$ cat config.mk
export PLATFORM = sky130hd
export DESIGN_NAME = muldiv_unit
export DESIGN_NICKNAME = d
export VERILOG_FILES = /design/src/rtl/muldiv_unit.sv
export SDC_FILE = /design/constraint.sdc
export NUM_CORES = 1
export LEC_CHECK = 0
export CAP_MARGIN = 20
export CORE_ASPECT_RATIO = 0.75
export CORE_MARGIN = 1.5
export CORE_UTILIZATION = 60
export CTS_BUF_LIST = sky130_fd_sc_hd__clkbuf_8 sky130_fd_sc_hd__clkbuf_16
export CTS_CLUSTER_DIAMETER = 60
export DETAILED_ROUTE_END_ITERATION = 7
export GPL_ROUTABILITY_DRIVEN = 0
export PLACE_DENSITY_LB_ADDON = 0.1
export SLEW_MARGIN = 40
export SYNTH_ARGS = -nofsm -noshare
export SYNTH_HDL_FRONTEND = slang
export SYNTH_SLANG_ARGS = --single-unit
$ cat constraint.sdc
create_clock -name clk -period 3.8 [get_ports clk]
set_input_delay 0.38 -clock clk [delete_from_list [all_inputs] [get_ports clk]]
set_output_delay 0.38 -clock clk [all_outputs]
set_load 0.02 [all_outputs]
$ cat src/rtl/muldiv_unit.sv
// rtl/muldiv_unit.sv - iterative RV32M multiply/divide unit (shift-add multiply, restoring divide)
// Define MULDIV_EARLY_EN to retire zero-operand multiplies, divide-by-zero and signed overflow in 2 edges.
module muldiv_unit #(
  parameter int WIDTH = 32,
  localparam int CNT_W = $clog2(WIDTH) + 1
) (
  input  logic             clk,
  input  logic             rst,
  input  logic             start,
  input  logic             kill,
  input  logic [2:0]       op,
  input  logic [WIDTH-1:0] a,
  input  logic [WIDTH-1:0] b,
  output logic             busy,
  output logic             done,
  output logic [WIDTH-1:0] result
);

  typedef enum logic [1:0] {IDLE, CALC, FIX} state_t;

  localparam logic [CNT_W-1:0] LAST = CNT_W'(WIDTH - 1);

  state_t             state;
  logic [2:0]         op_q;
  logic               sign_a;
  logic               sign_b;
  logic [WIDTH-1:0]   mag_b;
  logic [2*WIDTH-1:0] acc;
  logic [CNT_W-1:0]   cnt;

  // Signedness of each operand as decoded from funct3
  logic             a_signed;
  logic             b_signed;
  logic             in_sa;
  logic             in_sb;
  logic [WIDTH-1:0] in_mag_a;
  logic [WIDTH-1:0] in_mag_b;

  assign a_signed = ~(op[0] & (op[1] | op[2]));
  assign b_signed = op[2] ? ~op[0] : ~op[1];
  assign in_sa    = a_signed & a[WIDTH-1];
  assign in_sb    = b_signed & b[WIDTH-1];
  assign in_mag_a = in_sa ? -a : a;
  assign in_mag_b = in_sb ? -b : b;

  logic                 early;
  logic [2*WIDTH-1:0]   init_acc;

`ifdef MULDIV_EARLY_EN
  logic div_zero;
  logic div_ovf;
  logic mul_zero;

  assign div_zero = op[2] && (b == '0);
  assign div_ovf  = op[2] && !op[0] && (a == {1'b1, {(WIDTH-1){1'b0}}}) && (b == '1);
  assign mul_zero = !op[2] && ((a == '0) || (b == '0));
  assign early    = div_zero | div_ovf | mul_zero;
  // Preload acc with what the iterations would have produced so FIX is shared
  assign init_acc = div_zero ? {in_mag_a, {WIDTH{1'b0}}} :
                    mul_zero ? '0 : {{WIDTH{1'b0}}, in_mag_a};
`else
  assign early    = 1'b0;
  assign init_acc = {{WIDTH{1'b0}}, in_mag_a};
`endif

  // Multiply step: acc = {partial product, remaining multiplier bits}
  logic [WIDTH:0]       mul_sum;
  logic [2*WIDTH-1:0]   mul_next;

  assign mul_sum  = {1'b0, acc[2*WIDTH-1:WIDTH]} + (acc[0] ? {1'b0, mag_b} : '0);
  assign mul_next = {mul_sum, acc[WIDTH-1:1]};

  // Divide step: acc = {remainder, dividend bits left | quotient bits so far}
  logic [WIDTH:0]       div_shift;
  logic                 div_ge;
  logic [WIDTH-1:0]     div_sub;
  logic [WIDTH-1:0]     rem_next;
  logic [2*WIDTH-1:0]   div_next;

  assign div_shift = {acc[2*WIDTH-1:WIDTH], acc[WIDTH-1]};
  assign div_ge    = div_shift >= {1'b0, mag_b};
  assign div_sub   = div_shift[WIDTH-1:0] - mag_b;
  assign rem_next  = div_ge ? div_sub : div_shift[WIDTH-1:0];
  assign div_next  = {rem_next, acc[WIDTH-2:0], div_ge};

  // Sign correction applied in FIX
  logic [2*WIDTH-1:0] prod;
  logic [WIDTH-1:0]   quo;
  logic [WIDTH-1:0]   rmd;
  logic [WIDTH-1:0]   fix_res;

  assign prod = (sign_a ^ sign_b) ? -acc : acc;
  assign quo  = (mag_b == '0) ? '1 :
                ((sign_a ^ sign_b) ? -acc[WIDTH-1:0] : acc[WIDTH-1:0]);
  assign rmd  = sign_a ? -acc[2*WIDTH-1:WIDTH] : acc[2*WIDTH-1:WIDTH];

  always_comb begin
    fix_res = op_q[1] ? rmd : quo;
    if (!op_q[2]) begin
      fix_res = (op_q[1:0] == 2'b00) ? prod[WIDTH-1:0] : prod[2*WIDTH-1:WIDTH];
    end
  end

  always_ff @(posedge clk or negedge rst) begin
    if (!rst) begin
      state  <= IDLE;
      busy   <= 1'b0;
      done   <= 1'b0;
      result <= '0;
      cnt    <= '0;
      op_q   <= '0;
      sign_a <= 1'b0;
      sign_b <= 1'b0;
      mag_b  <= '0;
      acc    <= '0;
    end else if (kill) begin
      state <= IDLE;
      busy  <= 1'b0;
      done  <= 1'b0;
      cnt   <= '0;
    end else begin
      done <= 1'b0;
      case (state)
        IDLE: begin
          if (start) begin
            op_q   <= op;
            sign_a <= in_sa;
            sign_b <= in_sb;
            mag_b  <= in_mag_b;
            acc    <= init_acc;
            cnt    <= '0;
            busy   <= 1'b1;
            state  <= early ? FIX : CALC;
          end
        end
        CALC: begin
          acc <= op_q[2] ? div_next : mul_next;
          cnt <= cnt + 1'b1;
          if (cnt == LAST) begin
            state <= FIX;
          end
        end
        FIX: begin
          result <= fix_res;
          done   <= 1'b1;
          busy   <= 1'b0;
          state  <= IDLE;
        end
        default: state <= IDLE;
      endcase
    end
  end

endmodule

* After elaboration in Yosys (flattened, before gate mapping) *
Index checks and enable logic that the tools add are counted.

storage, ports and cells
  bits in registers = 143
  output and inout bits = 34
  bits of input ports = 71

operators by class
  mux-type cells = 27
  order comparisons = 1
  reductions and logical operators = 12
  bitwise gates (word level) = 9
  equal/unequal tests = 6
  add/sub/neg operators = 8

operators by type and width
  operator                                                         number
  32-bit 2-to-1 mux                                                10
  64-bit 2-to-1 mux                                                3
  32-bit negator                                                   4
  64-bit one-hot mux with 2 select lines                           1
  64-bit negator                                                   1
  32-bit by 32-bit adder with 33-bit output                        1
  33-bit by 32-bit >= comparator with 1-bit output                 1
  32-bit zero test                                                 1
  32-bit subtractor                                                1
  6-bit 2-to-1 mux                                                 2
  6-bit one-hot mux with 2 select lines                            1
  2-bit AND reduction                                              4
  6-bit by 1-bit adder with 6-bit output, second input constant    1
  6-bit by 5-bit == test with 1-bit output, second input constant  1
  2-bit 2-to-1 mux                                                 3
  3-bit != test, second input constant                             2
  3-bit AND reduction                                              2
  3-bit nonzero test                                               2
  1-bit 2-to-1 mux                                                 5
  2-bit zero test                                                  2
  1-bit inverter                                                   4
  2-bit one-hot mux with 2 select lines                            1
  1-bit AND                                                        3
  2-bit by 1-bit == test with 1-bit output, second input constant  1
  6 further kinds                                                  6

* Logic depth before layout (Yosys ltp) *
Gate-level depths: netlist (run 1).

  word-level depth = 7
  gate-level depth with buffers = 15
  mapped depth without buffers = 14

* Worst setup path after synthesis (run 1) *
No wires, ideal clock.

  path type = register to register
  start point = register acc[0]
  end point = register acc[54]
  cell stages (with the launch flop) = 15
  library setup time = 0.133 ns
  arrival time = 3.161 ns
  setup slack = 0.506 ns
  data required time = 3.667 ns
  cells stage by stage = dfrtp_1 inv_1 clkbuf_1 nor2_1 ha_1 a21o_1 a211oi_1 a21boi_0 o31ai_1 a2111o_1 a221oi_1 o21ai_0 xor2_1 a22oi_1 o21ai_0

on the way
  word-level cells in the longest chain between the ends = 4

ends and longest elaborated chain
  what                                       RTL line  text
  start, declared                            28        logic [2*WIDTH-1:0] acc;
  start signal, assigned                     130       acc <= init_acc;
  start signal, assigned                     137       acc <= op_q[2] ? div_next : mul_next;
  32-bit 2-to-1 mux                          70        assign mul_sum = {1'b0, acc[2*WIDTH-1:WIDTH]} + (acc[0] ? {1'b0, mag_b} : '0);
  32-bit by 32-bit adder with 33-bit output  70
  64-bit 2-to-1 mux                          137
  64-bit one-hot mux with 2 select lines     123       case (state)

Every way passes these cells.
A chain may end at the register's enable or synchronous reset.

* Worst setup path after layout (run 1) *
Ends and elaborated chain as after synthesis.

==> results of run 1 <==
==> per-stage QoR <==
| step | setup WS (ps) | instances | util (%) |
|---|---|---|---|
| floorplan | 506 | 1858 | - |
| global placement | 331 | 2210 | 67.2 |
| detailed placement | 256 | 2210 | 67.3 |
| CTS | 214 | 2241 | 69.9 |
| global route | -19.2 | 2243 | 70.2 |
| finish | 183 | 2243 | 70.2 |
==> kinds of logic after synthesis <==
group | after synthesis
buf+inv | 188
compound gates | 589
simple gates | 626
xor+xnor | 202
fa+ha+maj | 71
mux | 39
flops | 143
==> registers in the layout, indices dropped and copies added (netlist names) <==
name,cells
busy,1
sign_a,1
op_q,3
done,1
sign_b,1
cnt,6
acc,64
state,2
result,32
mag_b,32
==> timing repair <==
item	4_1_cts	5_1_grt
setup buffers	0	0
hold buffers	0	1
resized for setup	0	5
setup endpoints to repair	0	5
hold endpoints to repair	0	23
==> final timing paths <==
kind	to	slack [ps]	cells after the start
min in group clk	result[13]	480	2
setup reg to reg	acc[54]	180	14
hold / removal	acc[48]	380	2
max in group asynchronous	op_q[2]	2750	3
hold reg to reg	result[13]	480	2
setup / recovery	acc[54]	180	14
==> where the power goes <==
group          switching (W)  total (W)  internal [W]  leakage [nW]
combinational        0.00459    0.00751       0.00291          4.78
sequential          0.000609    0.00247       0.00186          1.85
clock               0.000716    0.00179       0.00108         0.308
total                0.00592     0.0118       0.00586          6.94
==> metal layers <==
layer / vias up / track usage [%] / part of all wire, %
li1: 6768 / - / -
met1: 6855 / 59.0 / 43
met2: 984 / 53.4 / 39
met3: 123 / 13.0 / 15
met4: 0 / 11.6 / 3.1
met5: - / 0 / 0
==> Yosys cell counts (26+ instances only) <==
master    instances  share of area, %
dfrtp_1         143                26
mux2i_1          37               2.7
clkbuf_1         93               2.5
inv_1            75               2.0
nor3_1           45               1.6
nand2_1         237               6.4
o31ai_1          26               1.4
ha_1             69               6.2
xnor2_1         106               6.7
xor2_1           96               6.1
o21ai_0         212               7.6
nor2_1          165               4.5
a21oi_1         167               6.0
nand3_1          30               1.1
==> worst register-to-register path, stage by stage, from the launching register on <==
cell	delay, ps
dfrtp_2	460
clkinvlp_4	260
buf_4	260
nor2_1	160
ha_1	330
a211oi_1	260
a21boi_0	240
o31ai_1	130
a2111o_1	430
a221oi_1	270
buf_4	210
o21ai_0	100
xor2_1	160
a22oi_1	130
o21ai_0	110
==> final cells by class <==
class / instances / area (um2) / share of cell area [%]
sequential: 143 / 3580 / 22.3
timing repair buffer: 166 / 1570 / 9.79
multi-input combinational: 1527 / 9630 / 60.0
clock inverter: 11 / 143 / 0.888
tap: 300 / 375 / 2.34
clock buffer: 20 / 467 / 2.91
inverter: 76 / 289 / 1.80
==> flow_summary_export.csv, run 1 <==
group,metric,value,unit
routing,viasPerCell,6.57,
global_route,grt_pass1_wl,73.2,mm
power_and_ir_drop,ir_drop,479,uV
worst_setup_path,path_class,"flip-flop to flip-flop",
global_route,grt_max_degree,100,
clock_network,clockBufferDepth,2,
worst_setup_path,critPathCaptureType,"flip-flop",
worst_setup_path,startpoint,"acc[0]",
place,placed_area,0.0154,mm2
final_layout,final_area,0.0161,mm2
floorplanning,die_y,135,um
logic_synthesis,synth-simple-area-share,21.2,%
routing,via_count,14700,
final_layout,mostFrequentLayoutCells,"nand2_1 (237), o21ai_0 (212), a21oi_1 (167)",
timing,worst_pin_slew,765,ps
logic_synthesis,ys_warn_count,0,
routing,drtIter0Drc,2242,
routing,routed_wl,47.3,mm
power_and_ir_drop,p_leak,6.94,nW
worst_setup_path,start_kind,"flip-flop",
worst_setup_path,crit_required,4120,ps
floorplanning,die_x,179,um
global_route,grt_antenna_before_repair,0,
global_route,grt_pass1_vias,13100,
final_layout,layout_commonest_cell,"nand2_1",
floorplanning,core,0.0229,mm2
logic_synthesis,synthAdderAreaFrac,6.50,%
timing,fin_crit,3620,ps
place,portBuffers,104,
routing,drc_errors,1,
routing,drt_first_pass_iters,8,
worst_setup_path,path_delay_family,"compound AO/OA/AOI/OAI gates",
logic_synthesis,synth.net_count,2000,
logic_synthesis,yosys_most_used_dff,"dfrtp_1",
worst_setup_path,slowest_delay,460,ps
timing,finalCritPeriodShare,95.2,%
worst_setup_path,cp_slowest_cell,"dfrtp_2",
floorplanning,initial_core_util,60.7,%
logic_synthesis,async_reset_ff_share,100,%
timing,rsz0062_at_grt,"true",
clock_network,clock_sinks,143,
timing,setup_violations,0,
final_layout,layout.nets,2073,
timing,fmax,0.276,GHz
floorplanning,pin_count,105,
clock_network,cts-root-buf,"clkbuf_16",
run_status,status,"complete, but fails checks",
logic_synthesis,synthCells,1858,
timing,slew_headroom,48.8,%
timing,holdWs,383,ps
power_and_ir_drop,total_power,0.0118,W
worst_setup_path,cp_max_fo,13,
clock_network,cts.clk_slew.worst_paths,70,ps
flow_run,drv_cap,0,
global_route,gr-total-overflow,0,
logic_synthesis,ys_ff_latch,143,
worst_setup_path,reg2reg_from,"acc[0]",
timing,skew,13.5,ps
place,hpwl,35.4,mm
timing,slew_viol_final,0,
power_and_ir_drop,p_per_area,733,mW/mm2
logic_synthesis,synth_compound_area_share,25.7,%
clock_network,cts_made_buffers,17,
clock_network,h-tree-depth,4,
clock_network,cts_tree,"built",
run_status,failed_checks,"DRC",
routing,wl_per_cell,21.1,um
logic_synthesis,synth_edf_count,0,
floorplanning,num_rows,48,
final_layout,nFillCells,1923,
final_layout,n_antenna_cell,0,
worst_setup_path,path_cells,"clkinvlp_4, buf_4, nor2_1, ha_1, a211oi_1, a21boi_0, o31ai_1, a2111o_1, a221oi_1, buf_4, o21ai_0, xor2_1, a22oi_1, o21ai_0",
worst_hold_path,hp-class,"primary input to asynchronous set/reset pin",
logic_synthesis,syn_area,0.0139,mm2
final_layout,drive_gt1_share,6.85,%
logic_synthesis,ys_seq_area_share,25.8,%
logic_synthesis,synthDistinctLibCells,81,
worst_setup_path,path_buf_inv,3,
logic_synthesis,synth.area.mux_share,2.83,%
worst_setup_path,crit_arrival,3940,ps
routing,drtAntennaViolNets,0,
clock_network,clk_latency,450,ps
logic_synthesis,synth_xor_area_share,12.7,%
logic_synthesis,syn_avg_cell_area,7.48,um2
logic_synthesis,synth_top_family_by_area,"compound AO/OA/AOI/OAI gates",
global_route,grt_use_total,39.5,%
timing,hold_violations,0,
floorplanning,dieArea,0.0241,mm2
timing,setup_tns,0,ps
final_layout,syn_to_final_growth,15.6,%
Power figures use the tool's default switching activity.
==> run 2, diff against run 1 <==
--- a/config.mk
+++ b/config.mk
@@ -8,13 +8,15 @@
 export CAP_MARGIN = 20
 export CORE_ASPECT_RATIO = 0.75
 export CORE_MARGIN = 1.5
-export CORE_UTILIZATION = 60
+export CORE_UTILIZATION = 55
 export CTS_BUF_LIST = sky130_fd_sc_hd__clkbuf_8 sky130_fd_sc_hd__clkbuf_16
 export CTS_CLUSTER_DIAMETER = 60
 export DETAILED_ROUTE_END_ITERATION = 7
 export GPL_ROUTABILITY_DRIVEN = 0
 export PLACE_DENSITY_LB_ADDON = 0.1
+export RECOVER_POWER = 100
 export SLEW_MARGIN = 40
 export SYNTH_ARGS = -nofsm -noshare
 export SYNTH_HDL_FRONTEND = slang
 export SYNTH_SLANG_ARGS = --single-unit
+export TNS_END_PERCENT = 100
==> constraint.sdc (replaced) <==
create_clock -name clk -period 3 [get_ports clk]
set_input_delay 0.3 -clock clk [delete_from_list [all_inputs] [get_ports clk]]
set_output_delay 0.3 -clock clk [all_outputs]
set_load 0.02 [all_outputs]
==> run 2 against run 1 <==
  * The run ends with capacitance limit, slew limit, setup timing left
  * Highest routed layer unchanged
  * Hold slack better by 91 ps
  * Total power is 60% higher
  * Via count rose by 9.4%
  * Worst setup slack lost 410 ps
  * Combinational power is 84% higher
  * Critical endpoint is now acc[60]
  * First-iteration DRC count shrank 7.2%
  * Final area increased by 17%
==> flow_summary_export.csv, run 2 (synthesis results as in run 1) <==
group,metric,value,unit
global_route,gr-total-overflow,0,
final_layout,syn_to_final_growth,35.2,%
clock_network,clockBufferDepth,2,
final_layout,largest_reg_flops,64,
worst_setup_path,crit_required,3370,ps
clock_network,clock_sinks,143,
global_route,grt_max_degree,65,
final_layout,layout_commonest_cell,"buf_4",
timing,setup_ws,-226,ps
place,hpwl,39.0,mm
routing,viasPerCell,6.39,
timing,skew,13.1,ps
final_layout,mostFrequentLayoutCells,"buf_4 (268), nand2_1 (231), o21ai_0 (181)",
global_route,met2_usage,54.3,%
routing,wl_per_cell,21.5,um
global_route,use_met3,11.2,%
power_and_ir_drop,ir_drop,682,uV
global_route,grt_antenna_before_repair,0,
timing,slew_headroom,-5.50,%
timing,rsz0062_at_grt,"true",
power_and_ir_drop,p_per_area,1000,mW/mm2
global_route,grt_use_total,38.9,%
global_route,met1_usage,56.0,%
routing,drtAntennaViolNets,0,
routing,drtIter0Drc,2080,
clock_network,cts.clk_slew.worst_paths,70,ps
worst_setup_path,critPathCaptureType,"flip-flop",
final_layout,multiInputGateArea,0.0105,mm2
power_and_ir_drop,p_leak,8.33,nW
floorplanning,core,0.0249,mm2
floorplanning,dieArea,0.0262,mm2
final_layout,drive_gt1_share,23.7,%
place,pre_cts_ws,-344,ps
global_route,grt_pass1_vias,14600,
floorplanning,pin_count,105,
timing,fin_crit,3230,ps
routing,via_count,16100,
worst_setup_path,crit_arrival,3590,ps
timing,worst_pin_slew,1580,ps
timing,fmax,0.310,GHz
worst_hold_path,hp-class,"flip-flop to flip-flop",
clock_network,h-tree-depth,4,
global_route,grt_pass1_wl,79.9,mm
clock_network,cts-root-buf,"clkbuf_16",
final_layout,layout.nets,2313,
routing,routed_wl,54.1,mm
floorplanning,die_y,141,um
timing,hold_violations,0,
place,placed_area,0.0170,mm2
floorplanning,die_x,187,um
worst_setup_path,worst-r2r-cell-count,13,
timing,slew_viol_final,58,
floorplanning,num_rows,50,
worst_setup_path,start_kind,"flip-flop",
worst_setup_path,path_class,"flip-flop to flip-flop",
timing,setup_violations,37,
worst_hold_path,whs_path_depth,2,
place,portBuffers,104,
floorplanning,initial_core_util,55.8,%
run_status,failed_checks,"capacitance limit, slew limit, setup timing",
final_layout,nFillCells,1835,
run_status,status,"complete, but fails checks",
final_layout,final_area,0.0188,mm2
final_layout,top_regs,"acc: 64 flops, mag_b: 32 flops, result: 32 flops",
final_layout,regMostFlops,"acc",
global_route,busiest_layer,"met1",
clock_network,clk_latency,440,ps
power_and_ir_drop,total_power,0.0189,W
clock_network,cts_tree,"built",
worst_setup_path,cp_max_fo,3,
final_layout,seq_area,0.00359,mm2
flow_run,drv_cap,1,
final_layout,n_antenna_cell,0,
timing,setup_tns,-3690,ps
timing,finalCritPeriodShare,108,%
routing,drt_first_pass_iters,6,
routing,drc_errors,0,
clock_network,cts_made_buffers,17,
-- run 2: what timing repair did --
item	in CTS	in global routing
pin swaps	42	67
hold buffers	1	0
buffers inserted	15	32
cloned	2	0
setup endpoints to repair	34	51
endpoints found under the hold margin	55	0
resized for setup	98	135
-- run 2: per-stage QoR --
step                      hold slack, ps  util, %  std cells
after floorplan                     4.41        -       1858
after global placement               318     68.3       2443
after detailed placement             312     68.3       2443
after CTS                            431     72.8       2493
after global routing                 503     75.5       2522
final                                473     75.5       2522
-- run 2: critical path, cell delays in order (launching register included) --
cell	delay, ps
dfrtp_1	430
ha_4	170
inv_2	40
fa_2	360
a211o_1	360
a2111oi_4	390
nor3_2	110
a21oi_2	250
a21oi_2	120
a221oi_2	330
a21oi_2	130
xor2_1	190
mux2i_1	100
o211ai_1	170
-- run 2: layout make-up --
cell class / instances / share of cell area, %
Multi-Input combinational cell: 1527 / 56.0
Sequential cell: 143 / 19.1
Timing Repair Buffer: 406 / 18.2
Clock buffer: 18 / 2.34
Tap cell: 338 / 2.25
Inverter: 76 / 1.57
Clock inverter: 14 / 0.579
-- run 2: layer usage --
metal | part of all wire (%) | routed length (um)
met5 | 0 | 0
met4 | 4.5 | 2440
met3 | 14 | 7480
met2 | 40 | 21600
met1 | 42 | 22600
-- run 2: path summary, 6_finish.rpt --
| kind | startpoint | slack (ps) | to |
|---|---|---|---|
| max in group asynchronous | rst | 540 | acc[47] |
| worst max register to register | mag_b[0] | -230 | acc[60] |
| worst min register to register | result[13] | 470 | result[13] |
| min in group asynchronous | rst | 790 | acc[45] |
| worst max-delay path | mag_b[0] | -230 | acc[60] |
| worst min-delay path | result[13] | 470 | result[13] |
-- run 2: power by group --
part	switching [W]	internal (W)	total, W
clock network	0.000961	0.00109	0.00205
registers	0.000661	0.00237	0.00303
logic	0.00768	0.00609	0.0138
total	0.00930	0.00955	0.0189
